File: config.mk
export PLATFORM = sky130hd
export DESIGN_NAME = job_scheduler_flat
export DESIGN_NICKNAME = d
export VERILOG_FILES = /design/src/rtl/job_scheduler_if.sv /design/src/rtl/job_scheduler.sv /design/src/flat_wrapper.sv
export SDC_FILE = /design/constraint.sdc
export NUM_CORES = 2
export LEC_CHECK = 0
export BUFFER_PORTS_ARGS = -buffer_cell sky130_fd_sc_hd__buf_2
export CAP_MARGIN = 20
export CORE_AREA = 2 2 355 357
export DETAILED_ROUTE_END_ITERATION = 16
export DIE_AREA = 0 0 357 359
export SYNTH_ARGS = -nofsm -noshare
export SYNTH_HDL_FRONTEND = slang
export SYNTH_SLANG_ARGS = --single-unit
File: constraint.sdc
create_clock -name clk -period 7.9 [get_ports clk]
set_input_delay 1.58 -clock clk [delete_from_list [all_inputs] [get_ports clk]]
set_output_delay 1.58 -clock clk [all_outputs]
set_load 0.05 [all_outputs]
File: src/rtl/job_scheduler_if.sv
// Comm-side bus of the job scheduler: job loads, core strobes, event stream and status.
interface job_scheduler_if #(
    parameter int unsigned JOB_SIZE = 416
);
    logic                push_we;
    logic                queue_we;
    logic [JOB_SIZE-1:0] job_in;
    logic                need_work;
    logic                new_nonce;
    logic [31:0]         golden_nonce;
    logic                tx_new_work;
    logic [255:0]        tx_midstate;
    logic [95:0]         tx_data;
    logic [31:0]         tx_noncemin;
    logic [31:0]         tx_noncemax;
    logic                evt_valid;
    logic                evt_ready;
    logic [7:0]          evt_type;
    logic [31:0]         evt_payload;
    logic                busy;
    logic                queued_valid;
    logic [7:0]          nonce_drop_count;

    // Front end / core / encoder side
    modport master (
        output push_we, queue_we, job_in, need_work, new_nonce, golden_nonce, evt_ready,
        input  tx_new_work, tx_midstate, tx_data, tx_noncemin, tx_noncemax,
               evt_valid, evt_type, evt_payload, busy, queued_valid, nonce_drop_count
    );

    // Scheduler side
    modport slave (
        input  push_we, queue_we, job_in, need_work, new_nonce, golden_nonce, evt_ready,
        output tx_new_work, tx_midstate, tx_data, tx_noncemin, tx_noncemax,
               evt_valid, evt_type, evt_payload, busy, queued_valid, nonce_drop_count
    );
endinterface

File: src/rtl/job_scheduler.sv
// Job sequencer: active job + one queued job, auto-promotion, and an event stream
// merging range-exhausted / queued-job-started flags with buffered golden nonces.
module job_scheduler #(
    parameter int unsigned JOB_SIZE                 = 416,
    parameter int unsigned NONCE_FIFO_DEPTH         = 8,
    parameter logic [7:0]  MSG_NONCE_FOUND          = 8'd6,
    parameter logic [7:0]  MSG_QUEUED_JOB_STARTED   = 8'd7,
    parameter logic [7:0]  MSG_NONCERANGE_EXHAUSTED = 8'd8
) (
    input  logic          clk,
    input  logic          reset,
    job_scheduler_if.slave bus
);
    localparam int unsigned AW = $clog2(NONCE_FIFO_DEPTH);
    localparam int unsigned PW = AW + 1;

    localparam logic [0:0] ST_IDLE = 1'b0;
    localparam logic [0:0] ST_RUN  = 1'b1;

    localparam logic [1:0] SRC_EXH     = 2'd0;
    localparam logic [1:0] SRC_STARTED = 2'd1;
    localparam logic [1:0] SRC_NONCE   = 2'd2;

    logic [0:0]          state_q, state_d;
    logic [JOB_SIZE-1:0] job_q, job_d;
    logic [JOB_SIZE-1:0] slot_q, slot_d;
    logic                qv_q, qv_d;
    logic                new_work_q, new_work_d;
    logic                pend_exh_q, pend_exh_d;
    logic                pend_started_q, pend_started_d;
    logic                set_exh, set_started;

    logic [31:0]         fifo_mem [NONCE_FIFO_DEPTH];
    logic [PW-1:0]       wr_ptr_q, wr_ptr_d;
    logic [PW-1:0]       rd_ptr_q, rd_ptr_d;
    logic [PW-1:0]       fifo_count;
    logic                fifo_full, fifo_empty, fifo_push, fifo_pop;
    logic [7:0]          drop_q, drop_d;

    logic                evt_valid_q, evt_valid_d;
    logic [7:0]          evt_type_q, evt_type_d;
    logic [31:0]         evt_payload_q, evt_payload_d;
    logic [1:0]          evt_src_q, evt_src_d;
    logic                hs;

    // Job FSM: push has top priority, then need_work handling, then idle promotion, then queue writes
    always_comb begin
        state_d     = state_q;
        job_d       = job_q;
        slot_d      = slot_q;
        qv_d        = qv_q;
        new_work_d  = 1'b0;
        set_exh     = 1'b0;
        set_started = 1'b0;
        if (bus.push_we) begin
            job_d      = bus.job_in;
            state_d    = ST_RUN;
            new_work_d = 1'b1;
            qv_d       = 1'b0;
            if (bus.queue_we) begin
                slot_d = bus.job_in;
                qv_d   = 1'b1;
            end
        end else begin
            if (bus.need_work && state_q == ST_RUN) begin
                if (qv_q) begin
                    job_d       = slot_q;
                    qv_d        = 1'b0;
                    new_work_d  = 1'b1;
                    set_started = 1'b1;
                end else begin
                    state_d = ST_IDLE;
                    set_exh = 1'b1;
                end
            end else if (state_q == ST_IDLE && qv_q) begin
                job_d       = slot_q;
                qv_d        = 1'b0;
                new_work_d  = 1'b1;
                set_started = 1'b1;
                state_d     = ST_RUN;
            end
            // A queue write lands after any promotion in the same cycle
            if (bus.queue_we) begin
                slot_d = bus.job_in;
                qv_d   = 1'b1;
            end
        end
    end

    // Event arbiter, pending flags and nonce FIFO pointers
    always_comb begin
        hs             = evt_valid_q & bus.evt_ready;
        fifo_count     = wr_ptr_q - rd_ptr_q;
        fifo_full      = (fifo_count == PW'(NONCE_FIFO_DEPTH));
        fifo_empty     = (fifo_count == '0);
        fifo_pop       = hs && (evt_src_q == SRC_NONCE);
        fifo_push      = bus.new_nonce && (!fifo_full || fifo_pop);
        wr_ptr_d       = wr_ptr_q + PW'(fifo_push);
        rd_ptr_d       = rd_ptr_q + PW'(fifo_pop);
        drop_d         = drop_q;
        if (bus.new_nonce && !fifo_push && drop_q != 8'hFF) begin
            drop_d = drop_q + 8'd1;
        end
        // A set in the handshake cycle wins over the clear, so the event re-presents
        pend_exh_d     = (pend_exh_q && !(hs && evt_src_q == SRC_EXH)) || set_exh;
        pend_started_d = (pend_started_q && !(hs && evt_src_q == SRC_STARTED)) || set_started;
        evt_valid_d    = evt_valid_q;
        evt_type_d     = evt_type_q;
        evt_payload_d  = evt_payload_q;
        evt_src_d      = evt_src_q;
        if (hs) begin
            evt_valid_d = 1'b0;
        end else if (!evt_valid_q) begin
            if (pend_exh_q) begin
                evt_valid_d   = 1'b1;
                evt_type_d    = MSG_NONCERANGE_EXHAUSTED;
                evt_payload_d = 32'd0;
                evt_src_d     = SRC_EXH;
            end else if (pend_started_q) begin
                evt_valid_d   = 1'b1;
                evt_type_d    = MSG_QUEUED_JOB_STARTED;
                evt_payload_d = 32'd0;
                evt_src_d     = SRC_STARTED;
            end else if (!fifo_empty) begin
                evt_valid_d   = 1'b1;
                evt_type_d    = MSG_NONCE_FOUND;
                evt_payload_d = fifo_mem[rd_ptr_q[AW-1:0]];
                evt_src_d     = SRC_NONCE;
            end
        end
    end

    // State and output registers
    always_ff @(posedge clk) begin
        if (reset) begin
            state_q        <= ST_IDLE;
            job_q          <= '0;
            slot_q         <= '0;
            qv_q           <= 1'b0;
            new_work_q     <= 1'b0;
            pend_exh_q     <= 1'b0;
            pend_started_q <= 1'b0;
            wr_ptr_q       <= '0;
            rd_ptr_q       <= '0;
            drop_q         <= '0;
            evt_valid_q    <= 1'b0;
            evt_type_q     <= '0;
            evt_payload_q  <= '0;
            evt_src_q      <= SRC_EXH;
        end else begin
            state_q        <= state_d;
            job_q          <= job_d;
            slot_q         <= slot_d;
            qv_q           <= qv_d;
            new_work_q     <= new_work_d;
            pend_exh_q     <= pend_exh_d;
            pend_started_q <= pend_started_d;
            wr_ptr_q       <= wr_ptr_d;
            rd_ptr_q       <= rd_ptr_d;
            drop_q         <= drop_d;
            evt_valid_q    <= evt_valid_d;
            evt_type_q     <= evt_type_d;
            evt_payload_q  <= evt_payload_d;
            evt_src_q      <= evt_src_d;
        end
    end

    // Nonce storage; contents need no reset since the pointers gate visibility
    always_ff @(posedge clk) begin
        if (fifo_push) begin
            fifo_mem[wr_ptr_q[AW-1:0]] <= bus.golden_nonce;
        end
    end

    assign bus.tx_new_work      = new_work_q;
    assign bus.tx_midstate      = job_q[JOB_SIZE-1 -: 256];
    assign bus.tx_data          = job_q[JOB_SIZE-257 -: 96];
    assign bus.tx_noncemin      = job_q[63:32];
    assign bus.tx_noncemax      = job_q[31:0];
    assign bus.evt_valid        = evt_valid_q;
    assign bus.evt_type         = evt_type_q;
    assign bus.evt_payload      = evt_payload_q;
    assign bus.busy             = (state_q == ST_RUN);
    assign bus.queued_valid     = qv_q;
    assign bus.nonce_drop_count = drop_q;
endmodule

File: src/flat_wrapper.sv
// flat-port wrapper written by rule: the top's interface ports become plain ports
module job_scheduler_flat 
#(
    parameter int unsigned JOB_SIZE                 = 416,
    parameter int unsigned NONCE_FIFO_DEPTH         = 8,
    parameter logic [7:0]  MSG_NONCE_FOUND          = 8'd6,
    parameter logic [7:0]  MSG_QUEUED_JOB_STARTED   = 8'd7,
    parameter logic [7:0]  MSG_NONCERANGE_EXHAUSTED = 8'd8
)
  (clk, reset, bus_push_we, bus_queue_we, bus_job_in, bus_need_work, bus_new_nonce, bus_golden_nonce, bus_evt_ready, bus_tx_new_work, bus_tx_midstate, bus_tx_data, bus_tx_noncemin, bus_tx_noncemax, bus_evt_valid, bus_evt_type, bus_evt_payload, bus_busy, bus_queued_valid, bus_nonce_drop_count);
  job_scheduler_if #(.JOB_SIZE(JOB_SIZE)) bus_i ();
  input  logic clk;
  input  logic reset;
  input wire logic [$bits(bus_i.push_we)-1:0] bus_push_we;
  input wire logic [$bits(bus_i.queue_we)-1:0] bus_queue_we;
  input wire logic [$bits(bus_i.job_in)-1:0] bus_job_in;
  input wire logic [$bits(bus_i.need_work)-1:0] bus_need_work;
  input wire logic [$bits(bus_i.new_nonce)-1:0] bus_new_nonce;
  input wire logic [$bits(bus_i.golden_nonce)-1:0] bus_golden_nonce;
  input wire logic [$bits(bus_i.evt_ready)-1:0] bus_evt_ready;
  output wire logic [$bits(bus_i.tx_new_work)-1:0] bus_tx_new_work;
  output wire logic [$bits(bus_i.tx_midstate)-1:0] bus_tx_midstate;
  output wire logic [$bits(bus_i.tx_data)-1:0] bus_tx_data;
  output wire logic [$bits(bus_i.tx_noncemin)-1:0] bus_tx_noncemin;
  output wire logic [$bits(bus_i.tx_noncemax)-1:0] bus_tx_noncemax;
  output wire logic [$bits(bus_i.evt_valid)-1:0] bus_evt_valid;
  output wire logic [$bits(bus_i.evt_type)-1:0] bus_evt_type;
  output wire logic [$bits(bus_i.evt_payload)-1:0] bus_evt_payload;
  output wire logic [$bits(bus_i.busy)-1:0] bus_busy;
  output wire logic [$bits(bus_i.queued_valid)-1:0] bus_queued_valid;
  output wire logic [$bits(bus_i.nonce_drop_count)-1:0] bus_nonce_drop_count;
  assign bus_i.push_we = bus_push_we;
  assign bus_i.queue_we = bus_queue_we;
  assign bus_i.job_in = bus_job_in;
  assign bus_i.need_work = bus_need_work;
  assign bus_i.new_nonce = bus_new_nonce;
  assign bus_i.golden_nonce = bus_golden_nonce;
  assign bus_i.evt_ready = bus_evt_ready;
  assign bus_tx_new_work = bus_i.tx_new_work;
  assign bus_tx_midstate = bus_i.tx_midstate;
  assign bus_tx_data = bus_i.tx_data;
  assign bus_tx_noncemin = bus_i.tx_noncemin;
  assign bus_tx_noncemax = bus_i.tx_noncemax;
  assign bus_evt_valid = bus_i.evt_valid;
  assign bus_evt_type = bus_i.evt_type;
  assign bus_evt_payload = bus_i.evt_payload;
  assign bus_busy = bus_i.busy;
  assign bus_queued_valid = bus_i.queued_valid;
  assign bus_nonce_drop_count = bus_i.nonce_drop_count;
  job_scheduler #(.JOB_SIZE(JOB_SIZE), .NONCE_FIFO_DEPTH(NONCE_FIFO_DEPTH), .MSG_NONCE_FOUND(MSG_NONCE_FOUND), .MSG_QUEUED_JOB_STARTED(MSG_QUEUED_JOB_STARTED), .MSG_NONCERANGE_EXHAUSTED(MSG_NONCERANGE_EXHAUSTED)) u_core (.clk(clk), .reset(reset), .bus(bus_i));
endmodule
==> results.json <==
{
  "yosysTopAreaCell": "dfxtp_1",
  "rr_endpoint": "u_core.fifo_mem[5][6]",
  "grt_use_total": 0.1878,
  "max_freq_ghz": 0.2742,
  "worstMarginPinSlew_ns": 1.152,
  "power.leakage_nw": 22.26,
  "fillers": 11928,
  "worstHoldEndpoint": "u_core.job_q[365]",
  "worst_skew_pair.late_latency_ns": 0.75,
  "cts_tree": "done",
  "routabilityCongestion": 0.8980,
  "ys_async_sr_fraction": 0,
  "dp_hpwl_microns": 80810,
  "syn_to_final_growth_pct": 24.37,
  "cts_root_buf": "clkbuf_16",
  "htree_levels": 3,
  "power_mw": 14.28,
  "post_dp_cell_area_sq_um": 47220,
  "portBuffers": 918,
  "finalMaxSlewViolations": 0,
  "slew_headroom": 0.2319,
  "worst-path-buf-inv": 3,
  "critPathRequiredTime_ns": 8.55,
  "fin_crit_sh": 0.4616,
  "path_class": "input port to flop",
  "max_stage_delay_ns": 0.57,
  "finalHoldViolations": 0,
  "critical_path.max_fanout": 170,
  "fin_nets": 4614,
  "grt_pass1_vias": 29858,
  "viasPerCell": 5.276,
  "final_util": 0.4120,
  "r2r.worst_path.cells": 7,
  "critPathSlowestCell": "buf_12",
  "rsz0062_at_grt": "false",
  "pin_count": 923,
  "dieArea_sq_um": 128200,
  "p_per_area_nw_per_um2": 278.2,
  "design_area_sq_um": 51330,
  "yosysSeqAreaShare": 0.6179,
  "rows": 130,
  "synth_cell_types": 49,
  "drt-initial-drc-count": 4433,
  "grt_max_degree": 187,
  "rrSetupSlack_ns": 4.59,
  "status": "complete, no violations",
  "synthTopCellsByArea": "dfxtp_1 43%, edfxtp_1 19%, mux2i_1 11%, a222oi_1 10%, nor2_1 7.7%",
  "drtAntennaViolNets": 0,
  "cap_violations": 0,
  "syn_area_sq_um": 41270,
  "regToRegStartpoint": "u_core.wr_ptr_q[1]",
  "ir_worst_vdd_mv": 0.2073,
  "dp_cells": 5678,
  "period_minus_slack_ns": 3.647,
  "first_pass_iters": 15,
  "finalSetupTns_ns": 0,
  "grt_pass1_wl_microns": 186800,
  "post_cts_resized": 0,
  "die_w_microns": 357,
  "post_cts_buffers": 0,
  "cp.arrival_ns": 4.29,
  "wirelength_microns": 127500,
  "ys.flop_type": "dfxtp_1",
  "hold_buffers": 0,
  "whs_path_depth": 2,
  "drive_above_1_share": 0.2989,
  "cts_max_path_buffers": 3,
  "setup_viol": 0,
  "worst_setup_path_start_kind": "input port",
  "cp_cell_sequence": "buf_2, nand2b_1, nand2_1, nor2_4, buf_4, buf_12, a222oi_1, nor2_1",
  "hp-class": "flop to flop",
  "clock_sinks": 1146,
  "fin_worst_skew_ns": 0.03428,
  "fin_cells": 5929,
  "synth_common_cells": "890 x dfxtp_1, 850 x nor2_1, 449 x mux2i_1",
  "cts_buffers": 121,
  "start_util": 0.3313,
  "end_kind": "flop",
  "synthCells": 3383,
  "path_clk_slew_ns": 0.06,
  "wl_per_cell_microns": 21.50,
  "drc": 0,
  "hp-start": "u_core.slot_q[365]",
  "fp.dieH_microns": 359,
  "synth-edff-count": 256,
  "grt_antenna_before_repair": 57,
  "yosysTopAreaCellShare": 0.4317,
  "crit_family": "buffers and inverters",
  "vias": 31282,
  "grt-ovfl-total": 0,
  "avgSynthCellArea_sq_um": 12.20,
  "ys_ff_latch": 1146,
  "yosysWarnings": 0,
  "core_area_sq_um": 124600,
  "yosysMostFrequentCell": "dfxtp_1"
}
## metrics by stage
step	hold slack, ns	setup WS (ns)
2_1_floorplan	0.4611	1.893
3_3_place_gp	0.4558	3.559
3_5_place_dp	0.4565	3.526
4_1_cts	0.4700	4.345
5_1_grt	0.4799	4.139
6_report	0.4694	4.253
## registers in the layout, summed over array words and instances, names as in the netlist
| name | cells |
|---|---|
| u_core.job_q | 416 |
| u_core.slot_q | 416 |
| u_core.fifo_mem | 256 |
| u_core.bus.evt_payload | 32 |
| u_core.bus.nonce_drop_count | 8 |
| u_core.rd_ptr_q | 4 |
| u_core.wr_ptr_q | 4 |
| u_core.bus.evt_type | 2 |
| u_core.evt_src_q | 2 |
| u_core.bus.busy | 1 |
| u_core.bus.evt_valid | 1 |
| u_core.bus.queued_valid | 1 |
| u_core.bus.tx_new_work | 1 |
| u_core.pend_exh_q | 1 |
| u_core.pend_started_q | 1 |
## report_power, final
| group | internal [mW] | total [mW] | switching, mW |
|---|---|---|---|
| logic | 0.600 | 1.99 | 1.39 |
| registers | 6.35 | 6.57 | 0.216 |
| clock network | 3.32 | 5.73 | 2.41 |
## logic make-up after synthesis
| logic type | after synthesis | synth area share |
|---|---|---|
| flops | 1146 | 0.6179 |
| mux | 515 | 0.1444 |
| other cells | 1 | 0.00009085 |
| simple gates | 916 | 0.08700 |
| buf+inv | 318 | 0.03040 |
| xor+xnor | 6 | 0.001273 |
| fa+ha+maj | 8 | 0.002425 |
| compound gates | 473 | 0.1165 |
## placed cells by master (no fill, tap or decap), types with 10 or more instances in the layout
| master | Yosys | routed |
|---|---|---|
| buf_4 | 6 | 29 |
| a222oi_1 | 416 | 416 |
| edfxtp_1 | 256 | 256 |
| dfxtp_1 | 890 | 888 |
| a21oi_1 | 13 | 12 |
| mux2i_1 | 449 | 449 |
| bufinv_16 | 0 | 10 |
| nor2_1 | 850 | 847 |
| mux4_2 | 64 | 64 |
| clkbuf_1 | 241 | 18 |
| clkinv_2 | 0 | 25 |
| clkbuf_8 | 0 | 18 |
| o2bb2ai_2 | 30 | 30 |
| clkbuf_16 | 0 | 121 |
| diode_2 | 0 | 27 |
| buf_2 | 13 | 915 |
## worst min-delay path, cell delays in order, from the launching register on
cell,delay [ns]
dfxtp_1,0.32
a222oi_1,0.07
nor2_1,0.08
## layer usage
metal / global-route usage / routed length [microns] / share of wire / vias up
met4: 0.08008 / 4804 / 0.038 / 44
li1: - / - / - / 14373
met3: 0.05843 / 11900 / 0.093 / 269
met5: 0 / 275 / 0.0022 / -
met2: 0.3003 / 59100 / 0.46 / 1262
met1: 0.2329 / 51380 / 0.40 / 15334
## how the worst max path moves through the flow
stage / startpoint / endpoint / slack (ns) / depth (start not counted)
detailed placement: bus_need_work / u_core.job_q[199] / 3.53 / 8
global placement: bus_need_work / u_core.job_q[89] / 3.56 / 8
finish: bus_need_work / u_core.job_q[62] / 4.25 / 8
CTS: bus_need_work / u_core.job_q[199] / 4.35 / 8
floorplan: u_core.rd_ptr_q[1] / u_core.fifo_mem[0][0] / 1.89 / 9
global route: bus_need_work / u_core.job_q[330] / 4.14 / 8
## final cells by class
cell class,count,area [sq um],area share
multi-input cells,1922,14600,0.2845
repair buffers,956,5022,0.09784
diodes,27,67.56,0.001316
clock buffers,157,3343,0.06513
inverters,4,15.01,0.0002925
well taps,1650,2064,0.04022
flip-flops and latches,1146,25510,0.4969
clock inverters,67,708.2,0.01380
(Power assumes the default switching activity.)
